<file path="src/rtl/axi_grid_w_tracker_if.sv">
// AW/W bus bundle for axi_grid_w_tracker: SNI-side AW/W inputs and router-side W output.
// slave = tracker side, master = upstream SNI / downstream router side.
interface axi_grid_w_tracker_if #(
    parameter int GRID_ID_W = 4,
    parameter int DATA_W    = 64,
    parameter int LEN_W     = 8
);
    logic [GRID_ID_W-1:0] aw_dst_i;
    logic [LEN_W-1:0]     aw_len_i;
    logic                 aw_valid_i;
    logic                 aw_ready_o;
    logic [DATA_W-1:0]    w_data_i;
    logic [DATA_W/8-1:0]  w_strb_i;
    logic                 w_last_i;
    logic                 w_valid_i;
    logic                 w_ready_o;
    logic [DATA_W-1:0]    w_data_o;
    logic [DATA_W/8-1:0]  w_strb_o;
    logic                 w_last_o;
    logic [GRID_ID_W-1:0] w_dst_o;
    logic                 w_valid_o;
    logic                 w_ready_i;

    modport slave (
        input  aw_dst_i, aw_len_i, aw_valid_i,
        output aw_ready_o,
        input  w_data_i, w_strb_i, w_last_i, w_valid_i,
        output w_ready_o,
        output w_data_o, w_strb_o, w_last_o, w_dst_o, w_valid_o,
        input  w_ready_i
    );

    modport master (
        output aw_dst_i, aw_len_i, aw_valid_i,
        input  aw_ready_o,
        output w_data_i, w_strb_i, w_last_i, w_valid_i,
        input  w_ready_o,
        input  w_data_o, w_strb_o, w_last_o, w_dst_o, w_valid_o,
        output w_ready_i
    );
endinterface

</file>
<file path="src/rtl/axi_grid_w_tracker.sv">
// W-path destination tagger: AW descriptor FIFO, beat counter, regenerated WLAST, 1-stage W register.
// Define AXI_GRID_W_TRACKER_ERR_EN to include the upstream-WLAST mismatch checker (err_o).
module axi_grid_w_tracker #(
    parameter int GRID_ID_W = 4,
    parameter int DATA_W    = 64,
    parameter int LEN_W     = 8,
    parameter int DEPTH     = 4
) (
    input  logic                    clk_i,
    input  logic                    srst_i,
    axi_grid_w_tracker_if.slave     bus,
    output logic [$clog2(DEPTH):0]  pending_o,
    output logic                    err_o
);
    localparam int AW = $clog2(DEPTH);
    localparam int PW = AW + 1;
    localparam int SW = DATA_W / 8;

    logic [GRID_ID_W-1:0] dst_mem_q [DEPTH];
    logic [GRID_ID_W-1:0] dst_mem_d [DEPTH];
    logic [LEN_W-1:0]     len_mem_q [DEPTH];
    logic [LEN_W-1:0]     len_mem_d [DEPTH];

    logic [PW-1:0]        wptr_q, wptr_d;
    logic [PW-1:0]        rptr_q, rptr_d;
    logic [PW-1:0]        count;
    logic [LEN_W-1:0]     beat_cnt_q, beat_cnt_d;

    logic                 vld_q, vld_d;
    logic [DATA_W-1:0]    data_q, data_d;
    logic [SW-1:0]        strb_q, strb_d;
    logic                 last_q, last_d;
    logic [GRID_ID_W-1:0] dst_q, dst_d;

    logic                 full, empty;
    logic                 push, accept, is_last, w_ready;
    logic [LEN_W-1:0]     head_len;
    logic [GRID_ID_W-1:0] head_dst;

    // Extra pointer bit distinguishes full from empty when indices match
    assign count    = wptr_q - rptr_q;
    assign full     = (count == PW'(DEPTH));
    assign empty    = (count == '0);
    assign head_len = len_mem_q[rptr_q[AW-1:0]];
    assign head_dst = dst_mem_q[rptr_q[AW-1:0]];

    assign push     = bus.aw_valid_i && !full;
    assign w_ready  = !empty && (!vld_q || bus.w_ready_i);
    assign accept   = bus.w_valid_i && w_ready;
    assign is_last  = (beat_cnt_q == head_len);

    always_comb begin
        dst_mem_d  = dst_mem_q;
        len_mem_d  = len_mem_q;
        wptr_d     = wptr_q;
        rptr_d     = rptr_q;
        beat_cnt_d = beat_cnt_q;
        vld_d      = vld_q;
        data_d     = data_q;
        strb_d     = strb_q;
        last_d     = last_q;
        dst_d      = dst_q;
        if (push) begin
            dst_mem_d[wptr_q[AW-1:0]] = bus.aw_dst_i;
            len_mem_d[wptr_q[AW-1:0]] = bus.aw_len_i;
            wptr_d = wptr_q + PW'(1);
        end
        if (accept) begin
            vld_d  = 1'b1;
            data_d = bus.w_data_i;
            strb_d = bus.w_strb_i;
            last_d = is_last;
            dst_d  = head_dst;
            if (is_last) begin
                beat_cnt_d = '0;
                rptr_d     = rptr_q + PW'(1);
            end else begin
                beat_cnt_d = beat_cnt_q + LEN_W'(1);
            end
        end else if (bus.w_ready_i) begin
            vld_d = 1'b0;
        end
    end

    always_ff @(posedge clk_i) begin
        dst_mem_q <= dst_mem_d;
        len_mem_q <= len_mem_d;
    end

    always_ff @(posedge clk_i) begin
        if (srst_i) begin
            wptr_q     <= '0;
            rptr_q     <= '0;
            beat_cnt_q <= '0;
            vld_q      <= 1'b0;
            data_q     <= '0;
            strb_q     <= '0;
            last_q     <= 1'b0;
            dst_q      <= '0;
        end else begin
            wptr_q     <= wptr_d;
            rptr_q     <= rptr_d;
            beat_cnt_q <= beat_cnt_d;
            vld_q      <= vld_d;
            data_q     <= data_d;
            strb_q     <= strb_d;
            last_q     <= last_d;
            dst_q      <= dst_d;
        end
    end

`ifdef AXI_GRID_W_TRACKER_ERR_EN
    logic err_q, err_d;

    always_comb begin
        err_d = accept && (bus.w_last_i != is_last);
    end

    always_ff @(posedge clk_i) begin
        if (srst_i) err_q <= 1'b0;
        else        err_q <= err_d;
    end

    assign err_o = err_q;
`else
    logic unused_w_last;
    assign unused_w_last = bus.w_last_i;
    assign err_o         = 1'b0;
`endif

    assign bus.aw_ready_o = !full;
    assign bus.w_ready_o  = w_ready;
    assign bus.w_valid_o  = vld_q;
    assign bus.w_data_o   = data_q;
    assign bus.w_strb_o   = strb_q;
    assign bus.w_last_o   = last_q;
    assign bus.w_dst_o    = dst_q;
    assign pending_o      = count;
endmodule
</file>
<file path="src/flat_wrapper.sv">
// flat-port wrapper written by rule: the top's interface ports become plain ports
module axi_grid_w_tracker_flat 
#(
    parameter int GRID_ID_W = 4,
    parameter int DATA_W    = 64,
    parameter int LEN_W     = 8,
    parameter int DEPTH     = 4
)
  (clk_i, srst_i, pending_o, err_o, bus_aw_dst_i, bus_aw_len_i, bus_aw_valid_i, bus_aw_ready_o, bus_w_data_i, bus_w_strb_i, bus_w_last_i, bus_w_valid_i, bus_w_ready_o, bus_w_data_o, bus_w_strb_o, bus_w_last_o, bus_w_dst_o, bus_w_valid_o, bus_w_ready_i);
  axi_grid_w_tracker_if #(.GRID_ID_W(GRID_ID_W), .DATA_W(DATA_W), .LEN_W(LEN_W)) bus_i ();
  input  logic clk_i;
  input  logic srst_i;
  output logic [$clog2(DEPTH):0] pending_o;
  output logic err_o;
  input wire logic [$bits(bus_i.aw_dst_i)-1:0] bus_aw_dst_i;
  input wire logic [$bits(bus_i.aw_len_i)-1:0] bus_aw_len_i;
  input wire logic [$bits(bus_i.aw_valid_i)-1:0] bus_aw_valid_i;
  output wire logic [$bits(bus_i.aw_ready_o)-1:0] bus_aw_ready_o;
  input wire logic [$bits(bus_i.w_data_i)-1:0] bus_w_data_i;
  input wire logic [$bits(bus_i.w_strb_i)-1:0] bus_w_strb_i;
  input wire logic [$bits(bus_i.w_last_i)-1:0] bus_w_last_i;
  input wire logic [$bits(bus_i.w_valid_i)-1:0] bus_w_valid_i;
  output wire logic [$bits(bus_i.w_ready_o)-1:0] bus_w_ready_o;
  output wire logic [$bits(bus_i.w_data_o)-1:0] bus_w_data_o;
  output wire logic [$bits(bus_i.w_strb_o)-1:0] bus_w_strb_o;
  output wire logic [$bits(bus_i.w_last_o)-1:0] bus_w_last_o;
  output wire logic [$bits(bus_i.w_dst_o)-1:0] bus_w_dst_o;
  output wire logic [$bits(bus_i.w_valid_o)-1:0] bus_w_valid_o;
  input wire logic [$bits(bus_i.w_ready_i)-1:0] bus_w_ready_i;
  assign bus_i.aw_dst_i = bus_aw_dst_i;
  assign bus_i.aw_len_i = bus_aw_len_i;
  assign bus_i.aw_valid_i = bus_aw_valid_i;
  assign bus_aw_ready_o = bus_i.aw_ready_o;
  assign bus_i.w_data_i = bus_w_data_i;
  assign bus_i.w_strb_i = bus_w_strb_i;
  assign bus_i.w_last_i = bus_w_last_i;
  assign bus_i.w_valid_i = bus_w_valid_i;
  assign bus_w_ready_o = bus_i.w_ready_o;
  assign bus_w_data_o = bus_i.w_data_o;
  assign bus_w_strb_o = bus_i.w_strb_o;
  assign bus_w_last_o = bus_i.w_last_o;
  assign bus_w_dst_o = bus_i.w_dst_o;
  assign bus_w_valid_o = bus_i.w_valid_o;
  assign bus_i.w_ready_i = bus_w_ready_i;
  axi_grid_w_tracker #(.GRID_ID_W(GRID_ID_W), .DATA_W(DATA_W), .LEN_W(LEN_W), .DEPTH(DEPTH)) u_core (.clk_i(clk_i), .srst_i(srst_i), .bus(bus_i), .pending_o(pending_o), .err_o(err_o));
endmodule
</file>
<file path="config.mk">
export PLATFORM = sky130hd
export DESIGN_NAME = axi_grid_w_tracker_flat
export DESIGN_NICKNAME = d
export VERILOG_FILES = /design/src/rtl/axi_grid_w_tracker_if.sv /design/src/rtl/axi_grid_w_tracker.sv /design/src/flat_wrapper.sv
export SDC_FILE = /design/constraint.sdc
export NUM_CORES = 1
export LEC_CHECK = 0
export ABC_AREA = 1
export BUFFER_PORTS_ARGS = -buffer_cell sky130_fd_sc_hd__clkbuf_2
export CAP_MARGIN = 10
export CORE_ASPECT_RATIO = 1.5
export CORE_MARGIN = 2
export CORE_UTILIZATION = 57
export CTS_BUF_LIST = sky130_fd_sc_hd__clkbuf_4
export DETAILED_ROUTE_END_ITERATION = 8
export PLACE_DENSITY = 0.85
export REMOVE_ABC_BUFFERS = 1
export SLEW_MARGIN = 25
export SYNTH_ARGS = -nofsm -noshare
export SYNTH_HDL_FRONTEND = slang
export SYNTH_SLANG_ARGS = --single-unit
</file>
<file path="constraint.sdc">
create_clock -name clk_i -period 4.8 [get_ports clk_i]
set_input_delay 0 -clock clk_i [delete_from_list [all_inputs] [get_ports clk_i]]
set_output_delay 0 -clock clk_i [all_outputs]
set_load 0.03 [all_outputs]
</file>
# Word level (Yosys, flattened, before mapping)
# Index checks and enable logic that the tools add are counted.
# Widths: inputs -> output; s select.
# classes
muxes,15
reduce_logical,11
bitwise,2
add_sub_neg,4
order_cmp,3
eq_ne,2
# op_table
cell,n
$bwmux 32,1
$mux 8,4
$bmux 8 s2,1
$bwmux 16,1
$demux 8 s2,1
$mux 4,3
$add 8x1->8 const B,1
$bmux 4 s2,1
$demux 4 s2,1
$eq 8x8->1,1
$add 3x1->3 const B,2
$ge 3x3->1 const B,2
$not 2->3,2
$logic_and 1x1->1,4
$eq 3x3->1 const B,1
$logic_not 1->1,3
$logic_not 3->1,1
$lt 3x1->1 const B,1
$sub 3x3->3,1
$mux 1,2
$reduce_and 2->1,1
$reduce_bool 2->1,1
$logic_or 1x1->1,1
# word_totals
regBits,140
in_bits,90
word_cells,53

# Logic depth before layout (Yosys ltp)
# depth
word_depth,6
ltp_mapped,14
mapped_depth_nobuf,13

# Least setup slack after synthesis
# No wires, ideal clock.
# synth_timing
path_type,flip-flop to flip-flop
startpoint,register u_core.wptr_q[0]
endpoint,register u_core.dst_mem_q[0] in the netlist's numbering (enable)
t_arrival_ps,2439
path_stages_with_launch,9
path_slack_ps,1978
required_time_ps,4417
n_path_buf,0
setup_ps,383
cell_sequence,dfxtp_1 inv_1 ha_1 fa_1 nand3_1 nand2_1 nand2_1 nand2_1 nor2_1
# synth_between
elab_chain_cells,4
# synth_rtl
element,line,text
from (decl),axi_grid_w_tracker.sv:24,"logic [PW-1:0] wptr_q, wptr_d;"
from (signal assigned),axi_grid_w_tracker.sv:101,wptr_q <= wptr_d;
$sub 3x3->3,axi_grid_w_tracker.sv:41,assign count = wptr_q - rptr_q;
named net pending_o[2],flat_wrapper.sv:13,output logic [$clog2(DEPTH):0] pending_o;
$eq 3x3->1,axi_grid_w_tracker.sv:42,assign full = (count == PW'(DEPTH));
$logic_not 1->1,--,
named net bus_aw_ready_o,flat_wrapper.sv:18,output wire logic [$bits(bus_i.aw_ready_o)-1:0] bus_aw_ready_o;
$logic_and 1x1->1,axi_grid_w_tracker.sv:47,assign push = bus.aw_valid_i && !full;
to (signal assigned),axi_grid_w_tracker.sv:86,dst_mem_q <= dst_mem_d;
to (decl),axi_grid_w_tracker.sv:19,logic [GRID_ID_W-1:0] dst_mem_q [DEPTH];
# The timed path passes the listed nets, and every way through them passes these cells.
# A chain may end at the register's enable or synchronous reset.

# Final worst setup path
# layout_timing
startpoint,register u_core.wptr_q[0]
endpoint,"register u_core.data_q[10], in the netlist u_core.bus.w_data_o[10]"
# layout_between
elab_chain_cells,5
# layout_rtl
element,line,text
$sub 3x3->3,axi_grid_w_tracker.sv:41,
$logic_not 3->1,axi_grid_w_tracker.sv:43,assign empty = (count == '0);
$logic_not 1->1,axi_grid_w_tracker.sv:48,assign w_ready = !empty && (!vld_q || bus.w_ready_i);
$logic_and 1x1->1,axi_grid_w_tracker.sv:48,
$logic_and 1x1->1,axi_grid_w_tracker.sv:49,assign accept = bus.w_valid_i && w_ready;
to (signal assigned),axi_grid_w_tracker.sv:105,data_q <= data_d;
to (decl),axi_grid_w_tracker.sv:30,"logic [DATA_W-1:0] data_q, data_d;"
# No other way between the ends.

==> metrics.md <==
| Metric | Value |
|---|---|
| Status | `completed` |
| Synth Area per Inst | `8.79 µm²` |
| I/O Buffers | `171` |
| Crit path arrival time | `about 3.5 ns` |
| Reg clk slew, reported paths | `around 0.12 ns` |
| CTS tree | `yes` |
| Top cell type's share of synthesized area | `around a third` |
| Die Footprint | `around 0.010 mm²` |
| Crit start category | `flop` |
| Worst-path fanout max | `between 50 and 60` |
| Dpl hpwl | `a little under 9000 µm` |
| Worst min-delay path class | `input port to flop` |
| Final hold vios | `0` |
| First-pass GRT wire length | `26600 µm` |
| Synth Instances | `just over 600` |
| Global-route track usage on met2 | `between 50 and 60%` |
| Mapped Area | `approximately 0.0055 mm²` |
| Core area | `between 0.009 and 0.01 mm²` |
| Largest net degree at the start of global routing | `84` |
| Vias | `5547` |
| Grt ovf | `0` |
| Drt pass-1 iters | `5` |
| Unrepaired setup endpoints after global routing | `false` |
| Resized cells post-CTS | `0` |
| Fmax | `327 MHz` |
| GR Util met1 | `approximately a third` |
| Synth area leaders | `dfxtp_1, edfxtp_1, nand2_1` |
| Starting Density | `58.8%` |
| GRT Resource Usage Total | `between 30% and 40%` |
| Gr busiest metal | `met2` |
| Fillcell total | `519` |
| Post-Route WL | `about 17000 µm` |
| Worst vdd ir | `roughly 0.23 mV` |
| Starting DRT DRC Count | `~500` |
| Max-Slew Margin vs Limit | `43.4%` |
| Synth Register Bits | `140` |
| Ys Warns | `0` |
| Vias/cell | `5.56` |
| Max-cap violations | `0` |
| Area growth, synth to finish | `35.5%` |
| Met3 Resource Use GR | `11.3%` |
| CTS Sinks | `140` |
| Die Wd | `between 80 and 90 µm` |
| Antenna viol nets, final | `0` |
| Final period utilization | `between 60% and 70%` |
| DRC violations left | `0` |
| Vias in the first global route | `approximately 5600` |
| Worst setup EP type | `flop` |
| Clock Tree Root | `clkbuf_4` |
| Initial antenna violation count | `1` |
| Register area share after synthesis | `60.0%` |
| Worst-skew pair later-pin latency | `0.54 ns` |
| Die span in y | `~120 µm` |
| Power Density | `324 mW/mm²` |
| Layout cell share with drive strength beyond 1 | `24.4%` |
| Design Power | `~0.0024 W` |
| CTS Buf Count | `17` |
| Leak Pwr | `~3.2 nW` |
| Wire length per cell | `17.5 µm` |
| # Post-CTS Setup Buffers | `0` |
| Synth unique cells | `25` |
| Post-route worst setup slack | `~1.7 ns` |
| Ports | `roughly 170` |
| Min Tclk post-route | `3.06 ns` |
| WP data required | `approximately 5.3 ns` |
| Pre-CTS setup slack | `1.98 ns` |
| H-tree depth | `4` |
| Clock Skew | `0.0165 ns` |
| Least-Margin Pin Slew | `0.849 ns` |
| WS Path Type | `flop to flop` |
| Number of endpoints failing setup at the final stage | `0` |
| Slew Limit Fails | `0` |
| Leading area contributor after synthesis | `dfxtp_1` |
| Count of nets after finishing | `969` |
| Max Buffers Root-to-Sink | `2` |
| Site Rows | `43` |
| GPL Wtd Cong | `approximately 0.8` |
## state kept, by name (all words and copies together), names as in the netlist
name                  cells
u_core.bus.w_data_o      64
u_core.bus.w_dst_o        4
u_core.rptr_q             3
u_core.beat_cnt_q         8
u_core.dst_mem_q         16
u_core.bus.w_strb_o       8
u_core.len_mem_q         32
u_core.bus.w_valid_o      1
u_core.bus.w_last_o       1
u_core.wptr_q             3
## per-stage QoR
step                      hold slack, ns  cells  util, %  cell area, µm²  setup TNS [ns]
after global routing              0.0783    997     79.7            7420               0
after detailed placement           0.220    878     68.2            6340               0
final                             0.0491    997     79.7            7420               0
after CTS                         0.0122    996     79.7            7410               0
after floorplan                   0.0691    589        -            5290           -1.32
after global placement             0.212    878     68.1            6340               0
## power by group
| group | total [W] | switching (W) | internal (W) |
|---|---|---|---|
| logic | 0.000453 | 0.000298 | 0.000155 |
| clock network | 0.000616 | 0.000424 | 0.000192 |
| registers | 0.00133 | 0.0000396 | 0.00129 |
| total | 0.00240 | 0.000761 | 0.00164 |
## path summary, 6_finish.rpt
check | slack [ns] | depth (start not counted) | from | end
worst min-delay path | 0.05 | 5 | bus_w_valid_i | u_core.bus.w_strb_o[7]
worst max register to register | 1.74 | 11 | u_core.wptr_q[0] | u_core.bus.w_data_o[10]
worst min register to register | 0.47 | 2 | u_core.bus.w_strb_o[4] | u_core.bus.w_strb_o[4]
worst max-delay path | 1.74 | 11 | u_core.wptr_q[0] | u_core.bus.w_data_o[10]
## cell usage in the layout, fill, tap and decap left out, drive strengths merged
cell,instances
nand2,240
clkbuf,188
dfxtp,92
dlygate4sd3,86
a21oi,83
edfxtp,48
nand3,31
inv,31
nor2,28
clkinv,13
o21ai,12
ha,7
xor2,6
buf,6
o22ai,4
nand4,3
and2,2
diode,1
nor3,1
fa,1
conb,1
clkinvlp,1
## final cells by class
| type | count | area [µm²] | area share [%] |
|---|---|---|---|
| sequential | 140 | 3280 | 44.2 |
| multi-input combinational | 419 | 1910 | 25.7 |
| timing repair buffer | 263 | 1760 | 23.7 |
| tap | 112 | 140 | 1.89 |
| clock buffer | 17 | 128 | 1.72 |
| inverter | 30 | 115 | 1.55 |
| clock inverter | 15 | 82.6 | 1.11 |
| antenna | 1 | 2.50 | 0.0337 |
## cell usage after synthesis, drive strengths merged
master    n
nor3      1
dfxtp    92
nand3    31
fa        1
edfxtp   48
conb      1
xor2      6
inv      30
o22ai     4
nand2   240
buf      25
clkbuf    9
nand4     3
and2      2
nor2     28
o21ai    12
ha        7
a21oi    83
## layer usage
layer	vias to the layer above	share of wire [%]
met1	2540	35
met3	92	9.8
met2	396	51
met5	-	0
li1	2519	-
met4	0	5.0
## critical path: stages (launching register included)
cell and delay (ns):
dfxtp_1 0.39, inv_1 0.12, ha_1 0.21, fa_1 0.47, nand2_1 0.09, inv_1 0.06
nand3_1 0.12, nand3_2 0.10, inv_2 0.39, buf_4 0.58, nand2_1 0.16, a21oi_1 0.26
## logic make-up (layout without fill, tap and decap cells)
| family | after synthesis | in the layout | share of synthesized area [%] |
|---|---|---|---|
| AOI/OAI and AO/OA | 99 | 99 | 9.14 |
| xor gates and xnor gates | 6 | 6 | 0.960 |
| adders and majority gates | 8 | 8 | 1.97 |
| buffers and inverters | 64 | 325 | 5.44 |
| DFF | 140 | 140 | 60.0 |
| other | 1 | 2 | 0.0685 |
| and+or+nand+nor | 305 | 305 | 22.5 |
## timing repair
item | CTS | global route
setup endpoints to repair | 0 | 0
hold buffers | 86 | 0
hold endpoints to repair | 123 | 0
Note: power is estimated with default switching activity, not from simulation.
